File: src/rtl/fifo_tree_drain.sv
// Consumer end of the clause FIFO tree. It pops clauses from the tree and
// delivers them downstream through a 2-entry skid buffer. It also detects the
// end of a batch, counts the delivered clauses, and flushes the tree on overflow.
module fifo_tree_drain #(
  parameter int unsigned CLAUSE_WIDTH  = 36,
  parameter int unsigned COUNT_WIDTH   = 10,
  parameter int unsigned SETTLE_CYCLES = 8
) (
  input  logic                    clk,
  input  logic                    reset,
  input  logic                    start_i,
  input  logic                    write_done_i,
  input  logic                    fifo_empty_i,
  input  logic [CLAUSE_WIDTH-1:0] fifo_clause_i,
  input  logic                    fifo_of_i,
  output logic                    fifo_rden_o,
  output logic                    fifo_cof_o,
  output logic [CLAUSE_WIDTH-1:0] clause_o,
  output logic                    clause_valid_o,
  input  logic                    clause_ready_i,
  output logic                    batch_done_o,
  output logic [COUNT_WIDTH-1:0]  unsat_count_o,
  output logic                    sat_o,
  output logic                    overflow_o
);

  localparam int unsigned QuietWidth = $clog2(SETTLE_CYCLES + 1);
  localparam logic [QuietWidth-1:0] QuietLast = QuietWidth'(SETTLE_CYCLES - 1);
  localparam logic [QuietWidth-1:0] QuietMax  = QuietWidth'(SETTLE_CYCLES);

  localparam logic [1:0] StIdle   = 2'd0;
  localparam logic [1:0] StDrain  = 2'd1;
  localparam logic [1:0] StFinish = 2'd2;
  localparam logic [1:0] StFlush  = 2'd3;

  logic [1:0]              state_q, state_d;
  logic [1:0]              occ_q, occ_d;
  logic [CLAUSE_WIDTH-1:0] head_q, head_d;
  logic [CLAUSE_WIDTH-1:0] tail_q, tail_d;
  logic                    inflight_q, inflight_d;
  logic [COUNT_WIDTH-1:0]  count_q, count_d;
  logic                    wd_seen_q, wd_seen_d;
  logic [QuietWidth-1:0]   quiet_q, quiet_d;

  logic       pop;
  logic [1:0] occ_after;
  logic [1:0] committed;
  logic       wd_eff;
  logic       quiet_cond;
  logic       settled;
  logic [QuietWidth-1:0] quiet_inc;

  assign clause_o      = head_q;
  assign unsat_count_o = count_q;

  // Handshake, read-issue and quiet-detection terms shared by the next-state logic.
  always_comb begin
    clause_valid_o = (occ_q != 2'd0) && (state_q != StFlush);
    pop            = clause_valid_o && clause_ready_i;
    occ_after      = occ_q - {1'b0, pop};
    // Entries held after this cycle's pop plus the one still arriving from the tree.
    committed      = occ_after + {1'b0, inflight_q};
    fifo_rden_o    = ((state_q == StDrain) && !fifo_empty_i && (committed < 2'd2)) ||
                     ((state_q == StFlush) && !fifo_empty_i);
    // A write_done arriving this cycle already counts toward the quiet run.
    wd_eff         = wd_seen_q ||
                     (write_done_i && ((state_q == StDrain) || (state_q == StFlush)));
    quiet_cond     = wd_eff && fifo_empty_i && !inflight_q;
    settled        = quiet_cond && (quiet_q == QuietLast);
    quiet_inc      = (quiet_q == QuietMax) ? quiet_q : quiet_q + 1'b1;
  end

  // Next state for the skid buffer, the counters and the batch FSM.
  always_comb begin
    state_d      = state_q;
    occ_d        = occ_after;
    head_d       = head_q;
    tail_d       = tail_q;
    inflight_d   = fifo_rden_o && !fifo_empty_i;
    count_d      = (pop && (count_q != '1)) ? count_q + 1'b1 : count_q;
    wd_seen_d    = wd_seen_q;
    quiet_d      = quiet_q;
    batch_done_o = 1'b0;
    sat_o        = 1'b0;
    overflow_o   = 1'b0;
    fifo_cof_o   = 1'b0;

    if (pop && (occ_q == 2'd2)) head_d = tail_q;
    // Read data lands at the tail, after any pop from the head in the same cycle.
    if (inflight_q && (state_q != StFlush)) begin
      if (occ_after == 2'd0) head_d = fifo_clause_i;
      else                   tail_d = fifo_clause_i;
      occ_d = occ_after + 2'd1;
    end

    case (state_q)
      StIdle: begin
        if (start_i) begin
          state_d   = StDrain;
          count_d   = '0;
          wd_seen_d = write_done_i;
          quiet_d   = '0;
        end
      end
      StDrain: begin
        wd_seen_d = wd_eff;
        quiet_d   = quiet_cond ? quiet_inc : '0;
        if (fifo_of_i)    state_d = StFlush;
        else if (settled) state_d = StFinish;
      end
      StFinish: begin
        if (occ_after == 2'd0) begin
          state_d      = StIdle;
          batch_done_o = 1'b1;
          sat_o        = (count_d == '0);
        end
      end
      default: begin
        occ_d     = 2'd0;
        wd_seen_d = wd_eff;
        quiet_d   = quiet_cond ? quiet_inc : '0;
        if (settled) begin
          state_d      = StIdle;
          fifo_cof_o   = 1'b1;
          batch_done_o = 1'b1;
          overflow_o   = 1'b1;
        end
      end
    endcase
  end

  // State registers; asynchronous reset abandons any batch in progress.
  always_ff @(posedge clk or negedge reset) begin
    if (!reset) begin
      state_q    <= StIdle;
      occ_q      <= 2'd0;
      head_q     <= '0;
      tail_q     <= '0;
      inflight_q <= 1'b0;
      count_q    <= '0;
      wd_seen_q  <= 1'b0;
      quiet_q    <= '0;
    end else begin
      state_q    <= state_d;
      occ_q      <= occ_d;
      head_q     <= head_d;
      tail_q     <= tail_d;
      inflight_q <= inflight_d;
      count_q    <= count_d;
      wd_seen_q  <= wd_seen_d;
      quiet_q    <= quiet_d;
    end
  end

endmodule

File: config.mk
export PLATFORM = sky130hd
export DESIGN_NAME = fifo_tree_drain
export DESIGN_NICKNAME = d
export VERILOG_FILES = /design/src/rtl/fifo_tree_drain.sv
export SDC_FILE = /design/constraint.sdc
export NUM_CORES = 1
export LEC_CHECK = 0
export CAP_MARGIN = 5
export CORE_MARGIN = 5
export CORE_UTILIZATION = 35
export DETAILED_ROUTE_END_ITERATION = 8
export GPL_ROUTABILITY_DRIVEN = 0
export PLACE_DENSITY = 0.7
export SYNTH_ARGS = -nofsm -noshare
export SYNTH_HDL_FRONTEND = slang
export SYNTH_SLANG_ARGS = --single-unit
File: constraint.sdc
create_clock -name clk -period 6.75 [get_ports clk]
set_clock_uncertainty 0.15 [all_clocks]
set_input_delay 2.025 -clock clk [delete_from_list [all_inputs] [get_ports clk]]
set_output_delay 2.025 -clock clk [all_outputs]
set_load 0.05 [all_outputs]
== Word level (Yosys, flattened, before mapping) ==
Cells that the tools add are included.

* Register bits after elaboration: 92
* Bits of input ports: 43

* Add/sub/neg operators: 5
* Order comparisons: 1
* Equal/unequal tests: 12
* Mux-type cells: 26
* Bitwise gates (word level): 2
* Reduce and logical (&&, ||, !) cells: 29

{| class="wikitable"
|+ Operator list
! kind !! count
|-
| 36-bit two-way mux || 3
|-
| 10-bit two-way mux || 3
|-
| 2-bit two-way mux || 7
|-
| 1-bit logical AND || 13
|-
| 4-bit two-way mux || 3
|-
| 10-bit by 1-bit adder with 10-bit output, second input constant || 1
|-
| 10-bit logical NOT || 1
|-
| 10-bit inequality test, second input constant || 1
|-
| 4-bit one-hot mux with 2 select lines || 1
|-
| 2-bit == test, second input constant || 3
|-
| 1-bit two-way mux || 6
|-
| 2-bit inequality test, second input constant || 3
|-
| 2-bit one-hot mux with 3 select lines || 1
|-
| 4-bit by 1-bit adder with 4-bit output, second input constant || 1
|-
| 4-bit by 3-bit == test with 1-bit output, second input constant || 1
|-
| 4-bit == test, second input constant || 1
|-
| 2-bit logical NOT || 2
|-
| 1-bit one-hot mux with 2 select lines || 2
|-
| 2-bit AND reduction || 2
|-
| 4-bit AND reduction || 1
|-
| 4-bit nonzero test || 1
|-
| 1-bit logical OR || 3
|-
| 3-bit by 2-bit inequality test with 1-bit output, second input constant || 1
|-
| 3-bit inequality test, second input constant || 1
|-
| other kinds (11) || 13
|}

== Logic depth before layout (Yosys ltp) ==
Gate-level depths: netlist of run 1.

* Depth in word-level cells: 10
* Mapped depth: 11
* Depth with buffers taken out: 11

== Least setup slack after synthesis of run 1 ==
OpenSTA, ideal clock, no wires.

* Kind: in2out
* From: input clause_ready_i
* To: output sat_o
* Arrival time: 4.711 ns
* Required time: 4.575 ns
* Slack: -0.136 ns
* Stages on the path: 10
* Buffers on the path: 0
* Cell sequence: nand2_1 -> inv_1 -> ha_1 -> xnor2_1 -> ha_1 -> nor2b_1 -> nand3_1 -> a2111oi_0 -> o21ai_1 -> a2111oi_2

* Word-level cells in the longest chain between the ends: 6
* Elaborated cells between the ends (all ways): 8
* Classes of those cells: 1 x add/sub; 3 x mux; 4 x reduce/logical

{| class="wikitable"
|+ Ends and longest elaborated chain
! element !! RTL line !! text
|-
| start, declared || 20 || <nowiki>input logic clause_ready_i,</nowiki>
|-
| 1-bit logical AND (*) || 59 || <nowiki>pop = clause_valid_o && clause_ready_i;</nowiki>
|-
| 1-bit logical AND || 80 || <nowiki>count_d = (pop && (count_q != '1)) ? count_q + 1'b1 : count_q;</nowiki>
|-
| 10-bit two-way mux || 80 ||
|-
| 10-bit logical NOT || 115 || <nowiki>sat_o = (count_d == '0);</nowiki>
|-
| 1-bit two-way mux (*) || 112 || <nowiki>if (occ_after == 2'd0) begin</nowiki>
|-
| 1-bit two-way mux (*) || 96 || <nowiki>case (state_q)</nowiki>
|-
| end, declared || 23 || <nowiki>output logic sat_o,</nowiki>
|}

Every way passes the cells marked *; elsewhere a longest branch is shown, timed or not.

== Final worst setup path of run 1 ==
Ends and elaborated chain as after synthesis.

==> metrics.csv, run 1 <==
stage;metric;value;unit
outcome;status;completed;
yosys;Cells after Synth;381;
power_and_ir_drop;clock share of power;33.5;%
detailed_routing;routed wire length;9.61;mm
timing;fin crit period;6.51;ns
clock_network;Clk pin slew, worst setup/hold paths;0.06;ns
critical_path;WS Path Type;input pin to primary output;
floorplan;Die ar.;14600;um2
yosys;synthesized flop and latch total;92;
placement;I/O Buffers;94;
grt;GRT Util Overall;13.7;%
yosys;average cell area after synthesis;11.3;um2
clock_network;CTS buffer count;9;
clock_network;clock sink count;92;
power_and_ir_drop;Net Switching;417;uW
critical_path;worst r2r src;state_q[0];
detailed_routing;Routed Antenna Nets;0;
clock_network;Post-CTS Setup Bufs;0;
final_layout;area of the multi-input gates;1900;um2
grt;total grt overflow;0;
yosys;Seq/Total Area, Yosys;53.7;%
power_and_ir_drop;Power Total;1410;uW
power_and_ir_drop;Leak;0.00262;uW
final_layout;Diodes inserted;0;
clock_network;root buffer cell;clkbuf_16;
run;MaxCap Viol Count;0;
power_and_ir_drop;switch share;29.5;%
floorplan;Top-Level Pins;95;
timing;final-report setup violation count;0;
critical_path;Worst path top cell family by delay;buffers and inverters;
timing;Max-slew headroom;23.2;%
detailed_routing;# DRC;0;
final_layout;Final nets;525;
floorplan;core area;12000;um2
power_and_ir_drop;Logic pwr share;21.3;%
yosys;asr flop ratio synth;100;%
critical_path;Setup crit end kind;primary output;
floorplan;row cnt;40;
timing;RSZ-0062 raised after global routing;no;
critical_path;CP max FO;3;
power_and_ir_drop;Internal;996;uW
yosys;Mapped Area;4290;um2
timing;final hold viol count;0;
grt;vias in the first global route;3161;
clock_network;worst skew pair latency;0.33;ns
clock_network;# hold bufs at CTS;0;
clock_network;CTS tree;yes;
power_and_ir_drop;power share of the sequential group;45.2;%
timing;Hold Slack;0.359;ns
floorplan;Starting Density;35.7;%
final_layout;Final Util;47.6;%
detailed_routing;First-pass DRT Iterations;4;
critical_path;Worst Path Buf+Inv;3;
timing;period utilization;96.4;%
yosys;Primary FF master, synth;dfrtp_1;
final_layout;Area growth syn-to-layout;33.2;%
final_layout;fill count;1097;
power_and_ir_drop;VDD IR max;0.155;mV
timing;Worst Max-Slew Pin Slew;1.15;ns
critical_path;most frequent CP cell;ha_1;
timing;Achievable Freq;154;MHz
yosys;number of flops mapped to enable cells by yosys;0;
floorplan;Die X;121;um
critical_path;worst-path cell chain;clkdlybuf4s50_1, nand2_1, inv_1, ha_1, xnor2_1, ha_1, nor2b_1, nand3_1, a2111oi_2, o21ai_1, a2111oi_4, buf_12;
critical_path;Slowest-stage cell, CP;clkdlybuf4s50_1;
critical_path;crit path launch;clause_ready_i;
placement;detailed placement HPWL;6.50;mm
yosys;Unique masters post-synth;40;
grt;first-pass GRT wire length;16.0;mm
final_layout;Seq. cell area;2300;um2
final_layout;most common cell after layout, fill and taps aside;dfrtp_1;
yosys;syn nets;429;
final_layout;commonest non-fill, non-tap cells in the layout;dfrtp_1, clkdlybuf4s50_1, nor2_1;
min_path;Hold WC Path Type;register to register;
clock_network;Max clock buf depth;2;
timing;max-slew violation count;0;
floorplan;die height;121;um
clock_network;CTS H-tree depth;3;
final_layout;proportion of layout cells with a drive suffix above 1;15.0;%
power_and_ir_drop;Power per Cell Area;247;nW/um2
grt;initial antenna violation count;0;
yosys;Synth Warn #;0;
critical_path;CP peak stage delay;0.45;ns
detailed_routing;routed length per instance;15.3;um
min_path;HP Start;tail_q[15];
grt;largest net degree at the start of global routing;84;
critical_path;CP startpoint kind;input pin;
detailed_routing;total number of vias;3146;
critical_path;crit path DAT;4.33;ns
detailed_routing;Initial DRC Count;106;
detailed_routing;via density per instance;5.01;
critical_path;CP required;4.58;ns
==> worst paths after layout <==
check | to | slack [ns] | depth (start not counted)
setup / recovery | sat_o | 0.24 | 12
hold / removal | tail_q[15] | 0.36 | 1
setup reg to reg | tail_q[22] | 3.25 | 8
hold reg to reg | tail_q[15] | 0.36 | 1
max in group asynchronous | clause_o[27] | 3.81 | 2
min in group asynchronous | quiet_q[0] | 1.36 | 1
==> final cells by class <==
cell class / count / area share (%)
clock inverter: 3 / 0.394
multi-input combinational: 265 / 33.3
tap: 147 / 3.22
inverter: 6 / 0.394
clock buffer: 12 / 4.49
sequential: 92 / 40.3
timing repair buffer: 103 / 17.9
==> kinds of logic (layout without fill, tap and decap cells) <==
family / Yosys count / after routing / share of synthesized area, %
flip-flops: 92 / 92 / 53.7
multiplexers: 78 / 78 / 19.3
AND/OR/NAND/NOR: 112 / 112 / 12.8
XOR/XNOR: 10 / 10 / 2.04
buffers and inverters: 24 / 124 / 2.86
adder cells (fa/ha/maj): 5 / 5 / 1.46
AO/OA/AOI/OAI: 60 / 60 / 7.91
==> stage by stage <==
step	instances	area [um2]	setup TNS, ns	worst slack [ns]
after CTS	628	5710	0	0.0205
final	628	5710	0	0.245
after global routing	628	5710	0	0.0367
after detailed placement	613	5430	-0.00222	-0.00222
after floorplan	381	4300	0	0.210
after global placement	613	5430	0	0.0438
==> synth_stat cells, drive strengths merged (3+ instances only) <==
cell type  count  area share, %
clkbuf        10           0.90
nor2b          3           0.44
dfrtp         92             54
nand2b         8            1.2
nand4          3           0.79
inv            6           0.53
nand2         14            1.2
ha             5            1.5
mux2          36            9.5
a21oi         43            5.0
o21ai          7           0.82
nand3          6           0.70
and3           5           0.76
xnor2         10            2.0
nor3           8            1.2
buf            8            1.4
nor2          55            4.9
mux2i         42            9.8
==> per-layer routing <==
layer  routed length (um)  up-vias  track usage (%)
met4                  143        0             5.38
met2                 4840       63             23.2
li1                     -     1528                -
met3                  461       12             3.88
met5                    0        -                0
met1                 4160     1543             16.6
==> registers in the layout (all words and copies together) (netlist names) <==
register and count:
clause_o 36, tail_q 36, unsat_count_o 10, quiet_q 4, occ_q 2, state_q 2, inflight_q 1, wd_seen_q 1
==> power groups by stage <==
stage	registers, uW	clock network, uW	logic [uW]
floorplan	764	0	61.2
global placement	646	0	299
detailed placement	650	0	304
CTS	640	490	305
global route	646	514	319
finish	639	473	301
==> timing repair <==
action,4_1_cts,5_1_grt
setup endpoints to repair,1,1
endpoints found under the hold margin,0,0
gates cloned,0,0
resized for setup,1,1
pin swaps,0,1
Note: power is estimated with default switching activity, not from simulation.
==> run 2: changes to the inputs <==
- CTS_CLUSTER_SIZE: default -> 8
==> results of run 2 <==
Same layout as run 1: the final DEF is identical, and so are final timing and power.
==> run 3: changes to the inputs <==
- CORE_UTILIZATION: 35 -> 51
- PLACE_DENSITY: 0.7 -> 0.92
==> metrics.csv, run 3 (synthesized netlist as in run 1, its figures left out) <==
stage;metric;value;unit;change
outcome;status;completed;;
clock_network;Max clock buf depth;2;;unchanged
critical_path;WS Path Type;input pin to primary output;;
clock_network;clock sink count;92;;unchanged
final_layout;Final Util;67.9;%;+20 points
floorplan;Top-Level Pins;95;;unchanged
grt;vias in the first global route;3298;;+4.3%
floorplan;Starting Density;52.2;%;+16 points
detailed_routing;routed wire length;9.42;mm;-2.0%
grt;first-pass GRT wire length;15.3;mm;-4.4%
grt;total grt overflow;0;;unchanged
final_layout;commonest non-fill, non-tap cells in the layout;dfrtp_1, clkdlybuf4s50_1, nor2_1;;
floorplan;die height;102;um;-16%
critical_path;CP required;4.58;ns;about the same
critical_path;Setup crit end kind;primary output;;
detailed_routing;via density per instance;5.43;;+8.4%
clock_network;CTS buffer count;9;;unchanged
final_layout;Diodes inserted;0;;unchanged
timing;fin crit period;6.53;ns;+0.0217 ns
clock_network;worst skew pair latency;0.35;ns;+0.02 ns
critical_path;Slowest-stage cell, CP;clkdlybuf4s50_1;;
power_and_ir_drop;Power per Cell Area;240;nW/um2;-2.8%
placement;detailed placement HPWL;6.53;mm;+0.50%
detailed_routing;First-pass DRT Iterations;4;;unchanged
clock_network;Post-CTS Setup Bufs;0;;unchanged
min_path;Hold WC Path Type;register to register;;
detailed_routing;routed length per instance;16.1;um;+5.4%
placement;I/O Buffers;94;;unchanged
timing;final hold viol count;0;;unchanged
grt;initial antenna violation count;0;;unchanged
clock_network;CTS tree;yes;;
clock_network;root buffer cell;clkbuf_8;;
detailed_routing;# DRC;0;;unchanged
grt;GRT Util Overall;18.7;%;+4.9 points
detailed_routing;total number of vias;3170;;+0.76%
timing;max-slew violation count;0;;unchanged
timing;period utilization;96.7;%;+0.32 points
timing;RSZ-0062 raised after global routing;no;;
critical_path;worst-path cell chain;clkdlybuf4s50_1, nand2_1, inv_1, ha_1, xnor2_1, ha_1, nor2b_2, nand3_1, a2111oi_2, o21ai_1, a2111oi_4, buf_12;;
timing;Hold Slack;0.363;ns;+0.00404 ns
floorplan;row cnt;33;;-18%
critical_path;crit path launch;clause_ready_i;;
floorplan;core area;8220;um2;-32%
timing;Achievable Freq;153;MHz;-0.33%
min_path;Hold Crit Depth;1;;unchanged
critical_path;most frequent CP cell;ha_1;;
final_layout;Final nets;523;;-0.38%
detailed_routing;Initial DRC Count;78;;-26%
critical_path;R2R setup slack;3.26;ns;about the same
critical_path;R2R cell count;11;;+3
critical_path;CP max FO;3;;unchanged
clock_network;CTS H-tree depth;3;;unchanged
timing;Max-slew headroom;25.0;%;+1.8 points
detailed_routing;Routed Antenna Nets;0;;unchanged
timing;Worst Max-Slew Pin Slew;1.13;ns;-0.0247 ns
final_layout;proportion of layout cells with a drive suffix above 1;15.0;%;+0.063 points
power_and_ir_drop;VDD IR max;0.141;mV;-8.7%
critical_path;crit path DAT;4.35;ns;+0.02 ns
grt;largest net degree at the start of global routing;93;;+11%
final_layout;most common cell after layout, fill and taps aside;dfrtp_1;;
min_path;HP Start;tail_q[27];;
clock_network;# hold bufs at CTS;0;;unchanged
critical_path;worst r2r src;state_q[0];;
timing;final-report setup violation count;0;;unchanged
floorplan;Die X;102;um;-16%
critical_path;CP peak stage delay;0.44;ns;about the same
final_layout;Area growth syn-to-layout;30.1;%;
run;MaxCap Viol Count;0;;unchanged
floorplan;Die ar.;10300;um2;-29%
clock_network;Clk pin slew, worst setup/hold paths;0.10;ns;+0.04 ns
power_and_ir_drop;Leak;0.00258;uW;-1.7%
critical_path;CP startpoint kind;input pin;;
-- run 3: cell count changes in the layout (fill, tap and decap cells not counted), moves of 2 or more --
| cell | before | now |
|---|---|---|
| buf_4 | 11 | 9 |
| bufinv_16 | 0 | 2 |
| clkbuf_16 | 9 | 0 |
| clkbuf_8 | 2 | 9 |
| clkinv_4 | 2 | 0 |
| clkinvlp_4 | 0 | 2 |
-- run 3: through the flow --
stage	setup slack (ns)	total power [uW]	setup TNS [ns]	area (um2)	instances
4_1_cts	0.120	1350	0	5570	584
6_report	0.223	1340	0	5580	584
2_1_floorplan	0.210	825	0	4300	381
3_3_place_gp	0.0436	944	0	5360	569
3_5_place_dp	-0.0188	955	-0.0188	5360	569
5_1_grt	0.0350	1400	0	5580	584
-- run 3: report_power, final --
part	internal (uW)	switching, uW
Combinational	120	183
Sequential	607	31.8
Clock	207	193
Total	934	408
-- run 3: layout make-up --
cell class              instances  area, um2
multi-input cells             265       1900
inverters                       6       22.5
clock inverters                 6       88.8
flip-flops and latches         92       2300
well taps                     105        131
clock buffers                   9        124
fillers                       618       2640
repair buffers                101       1010
-- run 3: final timing paths --
kind	endpoint
max	sat_o
min	tail_q[27]
max reg2reg	clause_o[7]
min reg2reg	tail_q[27]
max in group asynchronous	tail_q[13]
min in group asynchronous	state_q[1]
-- run 3: per-layer routing --
metal,vias up,global-route usage (%),wire [um]
li1,1522,-,-
met1,1565,22.7,3840
met2,70,32.6,5040
met3,13,3.99,415
met4,0,6.95,136
met5,-,0,0
-- run 3: timing repair --
action,in CTS,in global routing
cloned,0,0
endpoints found under the setup margin,1,1
pin swaps,2,1
gates resized for setup,1,2
-- run 3: critical path: cells and delay by family --
family	cells	cell delay (ns)
fa+ha+maj	2	0.40
simple gates	3	0.37
buf+inv	3	0.70
compound gates	3	0.63
xor+xnor	1	0.22
